===== src/rtl/imem_loader.sv =====
// ---------------------------------------------------------------------------
// imem_loader
//   Boot-time program loader acting as the write port of the instruction
//   memory. A byte stream (valid/ready) carries a 32-bit little-endian word
//   count, that many little-endian instruction words, and finally a 32-bit
//   XOR checksum of those words. Each completed word is written to
//   consecutive word addresses starting at BASE_ADDR. The processor is held
//   in reset until the whole image has arrived and the checksum matches.
//
// Ports
//   clk, rst      : clock, asynchronous active-high reset
//   start         : re-arm pulse, honoured only in DONE or ERROR
//   byte_valid    : byte_data carries a byte
//   byte_data     : stream byte
//   byte_ready    : loader accepts a byte this cycle
//   imem_we       : one-cycle write strobe to instruction memory
//   imem_waddr    : word-aligned byte address of the write
//   imem_wdata    : word being written
//   cpu_rst_hold  : holds the processor in reset while high
//   load_done     : image loaded and checksum matched
//   load_error    : oversize length or checksum mismatch
//   words_loaded  : words written during the current load
// ---------------------------------------------------------------------------
module imem_loader #(
    parameter logic [31:0] BASE_ADDR = 32'h0000_0000,
    parameter int          MAX_WORDS = 256
) (
    input  logic        clk,
    input  logic        rst,
    input  logic        start,
    input  logic        byte_valid,
    input  logic [7:0]  byte_data,
    output logic        byte_ready,
    output logic        imem_we,
    output logic [31:0] imem_waddr,
    output logic [31:0] imem_wdata,
    output logic        cpu_rst_hold,
    output logic        load_done,
    output logic        load_error,
    output logic [15:0] words_loaded
);

    localparam logic [31:0] MAX_LEN = 32'(MAX_WORDS);

    typedef enum logic [2:0] {
        S_LEN   = 3'd0,
        S_LOAD  = 3'd1,
        S_CHECK = 3'd2,
        S_DONE  = 3'd3,
        S_ERROR = 3'd4
    } state_t;

    state_t      state;
    state_t      state_nxt;

    logic [1:0]  byte_cnt;
    logic [23:0] asm_reg;     // lanes 0..2 of the group in progress
    logic [31:0] length;
    logic [31:0] checksum;
    logic [15:0] word_idx;

    logic        accept;
    logic        group_done;
    logic [31:0] word;
    logic [31:0] idx_next;
    logic        rearm;

    assign accept     = byte_valid & byte_ready;
    assign group_done = accept && (byte_cnt == 2'd3);
    // The 4th byte is used straight from the input so the completed word is
    // available on the same edge that accepts it.
    assign word       = {byte_data, asm_reg};
    assign idx_next   = {16'd0, word_idx} + 32'd1;
    assign rearm      = start && ((state == S_DONE) || (state == S_ERROR));

    // State register
    always_ff @(posedge clk or posedge rst) begin
        if (rst) begin
            state <= S_LEN;
        end else begin
            state <= state_nxt;
        end
    end

    // Next-state logic
    always_comb begin
        state_nxt = state;
        case (state)
            S_LEN: begin
                if (group_done) begin
                    if (word > MAX_LEN) begin
                        state_nxt = S_ERROR;
                    end else if (word == 32'd0) begin
                        state_nxt = S_CHECK;
                    end else begin
                        state_nxt = S_LOAD;
                    end
                end
            end
            S_LOAD: begin
                if (group_done && (idx_next == length)) begin
                    state_nxt = S_CHECK;
                end
            end
            S_CHECK: begin
                if (group_done) begin
                    state_nxt = (word == checksum) ? S_DONE : S_ERROR;
                end
            end
            S_DONE, S_ERROR: begin
                if (start) begin
                    state_nxt = S_LEN;
                end
            end
            default: state_nxt = S_LEN;
        endcase
    end

    // Output decode; every output is a function of registered state only,
    // so byte_ready never depends on byte_valid.
    always_comb begin
        byte_ready   = 1'b0;
        cpu_rst_hold = 1'b1;
        load_done    = 1'b0;
        load_error   = 1'b0;
        case (state)
            S_LEN, S_LOAD, S_CHECK: byte_ready = 1'b1;
            S_DONE: begin
                cpu_rst_hold = 1'b0;
                load_done    = 1'b1;
            end
            S_ERROR: load_error = 1'b1;
            default: ;
        endcase
    end

    // Byte assembly, counters, checksum and the memory write port
    always_ff @(posedge clk or posedge rst) begin
        if (rst) begin
            byte_cnt     <= 2'd0;
            asm_reg      <= 24'd0;
            length       <= 32'd0;
            checksum     <= 32'd0;
            word_idx     <= 16'd0;
            words_loaded <= 16'd0;
            imem_we      <= 1'b0;
            imem_waddr   <= BASE_ADDR;
            imem_wdata   <= 32'd0;
        end else begin
            imem_we <= 1'b0;

            if (accept) begin
                byte_cnt <= byte_cnt + 2'd1;
                case (byte_cnt)
                    2'd0:    asm_reg[7:0]   <= byte_data;
                    2'd1:    asm_reg[15:8]  <= byte_data;
                    2'd2:    asm_reg[23:16] <= byte_data;
                    default: ;
                endcase
            end

            if (group_done && (state == S_LEN)) begin
                length <= word;
            end

            if (group_done && (state == S_LOAD)) begin
                imem_we      <= 1'b1;
                imem_wdata   <= word;
                imem_waddr   <= BASE_ADDR + {14'd0, word_idx, 2'b00};
                checksum     <= checksum ^ word;
                word_idx     <= word_idx + 16'd1;
                words_loaded <= words_loaded + 16'd1;
            end

            // No byte can be accepted in DONE/ERROR, so this never collides
            // with the assembly updates above.
            if (rearm) begin
                byte_cnt     <= 2'd0;
                checksum     <= 32'd0;
                word_idx     <= 16'd0;
                words_loaded <= 16'd0;
            end
        end
    end

endmodule


===== config.mk =====
export PLATFORM = sky130hd
export DESIGN_NAME = imem_loader
export DESIGN_NICKNAME = d
export VERILOG_FILES = /design/src/rtl/imem_loader.sv
export SDC_FILE = /design/constraint.sdc
export NUM_CORES = 1
export LEC_CHECK = 0
export CAP_MARGIN = 30
export CORE_UTILIZATION = 60
export DETAILED_ROUTE_END_ITERATION = 10
export GPL_TIMING_DRIVEN = 0
export PLACE_DENSITY_LB_ADDON = 0.25
export SYNTH_ARGS = -nofsm -noshare
export SYNTH_HDL_FRONTEND = slang
export SYNTH_SLANG_ARGS = --single-unit

===== constraint.sdc =====
create_clock -name clk -period 16.5 [get_ports clk]
set_input_delay 4.95 -clock clk [delete_from_list [all_inputs] [get_ports clk]]
set_output_delay 4.95 -clock clk [all_outputs]
set_load 0.01 [all_outputs]

==> flow_summary.toml <==
[setup_path]
cp.arrival_ps = 7590
slowest_delay_ps = 600
worstPathMaxFanout = 10
path_buf_inv = 4
crit_chain = "clkdlybuf4s50_1 > nand2_1 > or3_1 > inv_2 > clkbuf_1 > clkbuf_1 > nand2_1 > o21ai_0"
cpLargestDelayFamily = "buffers and inverters"
slowest_stage = "clkbuf_1"
worstSetupEndpointType = "flop"
start_kind = "input pin"
crit_type = "in2reg"
worst_ep_required_time_ps = 16850

[sta]
fin_crit_sh = 0.439
layout_min_cycle_time_ps = 7240
rsz0062_at_grt = "false"
maxSlewHeadroom = 0.310
maxSlewViolCount = 0
tightest_slew_ps = 1030
clock_skew_ps = 6.81
hold_viol = 0
fmax_mhz = 138
setup_violations = 0
finalSetupTns_ps = 0

[clocking]
clk_pin_slew_worst_paths_ps = 60
post-cts-setup-buffer-count = 0
cts_root_buf = "clkbuf_16"
cts_max_level = 4
cts_max_path_buffers = 2
hold_buffers = 0
cts_tree = "done"
clock_latency_ps = 430
cts_num_sinks = 174
cts-buffers-inserted = 17
post_cts_resized = 0

[power_and_ir_drop]
leakage_nw = 4.56
vdd_drop_max_mv = 0.0862
powerDensity_nw_per_um2 = 155

[grt]
grt-ovfl-total = 0
grt_pass1_vias = 6372
track_usage = 0.299
grt_max_degree = 128
antenna_found_initial = 0
grt_pass1_wl_microns = 32600

[final_layout]
design.final.nets = 956
antennaDiodeCount = 0
top_regs = "checksum x32, imem_wdata x32, length x32"
drive_gt1_frac = 0.133
area_delta_synth_final_pct = 19.7
fin_area_sq_um = 9850

[synth]
synth_top_area_cell = "dfrtp_1"
ys_seq_area_frac = 0.529
synth_top_area_frac = 0.529
ys.warnings.count = 0
ys.flop_type = "dfrtp_1"
syn_inst = 831
netlist_area_sq_um = 8220
synth_edf_count = 0
avgSynthCellArea_sq_um = 9.90
ys_ff_latch = 174
async_reset_ff_frac = 1.00
yosysUniqueCellTypes = 56
yosys-top-cells-area = "dfrtp_1 (53%), nand2_1 (8.0%), mux2_2 (7.7%)"

[drt]
first_pass_iters = 7
routedWlPerCell_microns = 17.5
via_per_inst = 5.74
final_antenna_net_count = 0
vias = 6448
drc = 0
drt-initial-drc-count = 515
wirelength_microns = 19700

[placed_design]
placed_cell_area_sq_um = 9260
post-dp-hpwl_microns = 13700
gp_congestion = 0.864
portBuffers = 72

[die]
fp.dieH_microns = 119
core_area_sq_um = 13300
ioPinCount = 97
start_util = 0.619
dieWidth_microns = 119
num_rows = 42
dieArea_sq_um = 14200

[flow_run]
max_cap_violations = 0

[hold_path]
hold_class = "reg2reg"

[run_status]
status = "complete, no violations"
## tightest hold or removal path, stage by stage, from the launching register on
cell,delay (ps)
dfrtp_1,340
nand2_1,50
nand2_1,50
## final timing paths
kind	end	startpoint	slack (ps)	cells after the start
setup / recovery	checksum[4]$_DFFE_PP0P_	byte_valid	9260	8
hold / removal	imem_waddr[10]$_DFFE_PP0P_	imem_waddr[10]$_DFFE_PP0P_	480	2
setup reg to reg	checksum[4]$_DFFE_PP0P_	byte_cnt[0]$_DFFE_PP0P_	13660	8
hold reg to reg	imem_waddr[10]$_DFFE_PP0P_	imem_waddr[10]$_DFFE_PP0P_	480	2
max in group asynchronous	asm_reg[23]$_DFFE_PP0P_	rst	10670	3
min in group asynchronous	imem_we$_DFF_PP0_	rst	4920	2
## power breakdown
part | switching (mW) | leakage (nW) | internal (mW)
Sequential | 0.146 | 2.30 | 0.559
Combinational | 0.196 | 1.98 | 0.225
Clock | 0.160 | 0.286 | 0.244
## layer usage
| metal | track usage | up-vias | wire (microns) | share of wire |
|---|---|---|---|---|
| met5 | 0 | - | 0 | 0 |
| met4 | 0.137 | 0 | 573 | 0.029 |
| met3 | 0.0560 | 44 | 1190 | 0.060 |
| met2 | 0.482 | 250 | 9600 | 0.49 |
| met1 | 0.393 | 3174 | 8310 | 0.42 |
| li1 | - | 2980 | - | - |
## metrics by stage
stage / worst slack (ps) / util / std cells / hold slack (ps) / total power, mW
after floorplan: 6830 / - / 846 / 459 / 0.945
after global placement: 4640 / 0.694 / 1094 / 458 / 1.10
after detailed placement: 8860 / 0.696 / 1095 / 463 / 1.12
after CTS: 9280 / 0.741 / 1124 / 482 / 1.53
after global routing: 9110 / 0.741 / 1124 / 491 / 1.61
final: 9260 / 0.741 / 1124 / 475 / 1.53
## area by class of cell
cell class              count  area (sq um)
plain buffers              60           330
clock inverters             5          80.1
clock buffers              24           512
inverters                  12          52.6
multi-input cells         600          3550
well taps                 176           220
flip-flops and latches    174          4350
fillers                   998          3450
repair buffers             73           748
## Yosys cell counts (11+ instances only)
cell,instances
nor4_1,22
xor2_1,44
clkbuf_1,31
nand2_1,176
xnor2_1,26
o21ai_0,92
dfrtp_1,174
nand3_1,14
nor2_1,65
inv_1,11
mux2_2,56
buf_4,18
## cell usage in the layout (no fill, tap or decap), types with 14 or more instances in the layout
| master | count |
|---|---|
| dfrtp_1 | 174 |
| o21ai_0 | 92 |
| clkdlybuf4s50_1 | 72 |
| nand3_1 | 14 |
| xor2_1 | 44 |
| clkbuf_16 | 17 |
| conb_1 | 16 |
| nor2_1 | 65 |
| buf_4 | 18 |
| xnor2_1 | 26 |
| clkbuf_1 | 32 |
| mux2_2 | 56 |
| nor4_1 | 22 |
| nand2_1 | 176 |
## cell families (layout without fill, tap and decap cells)
logic type	Yosys count	in the layout	share of synthesized area
AO/OA/AOI/OAI	124	124	0.0835
other	1	16	0.000456
flip-flops	174	174	0.529
buffers and inverters	72	174	0.0456
AND/OR/NAND/NOR	328	328	0.181
XOR/XNOR	70	70	0.0745
multiplexers	56	56	0.0767
adder cells (fa/ha/maj)	6	6	0.00913
Power figures use the tool's default switching activity.
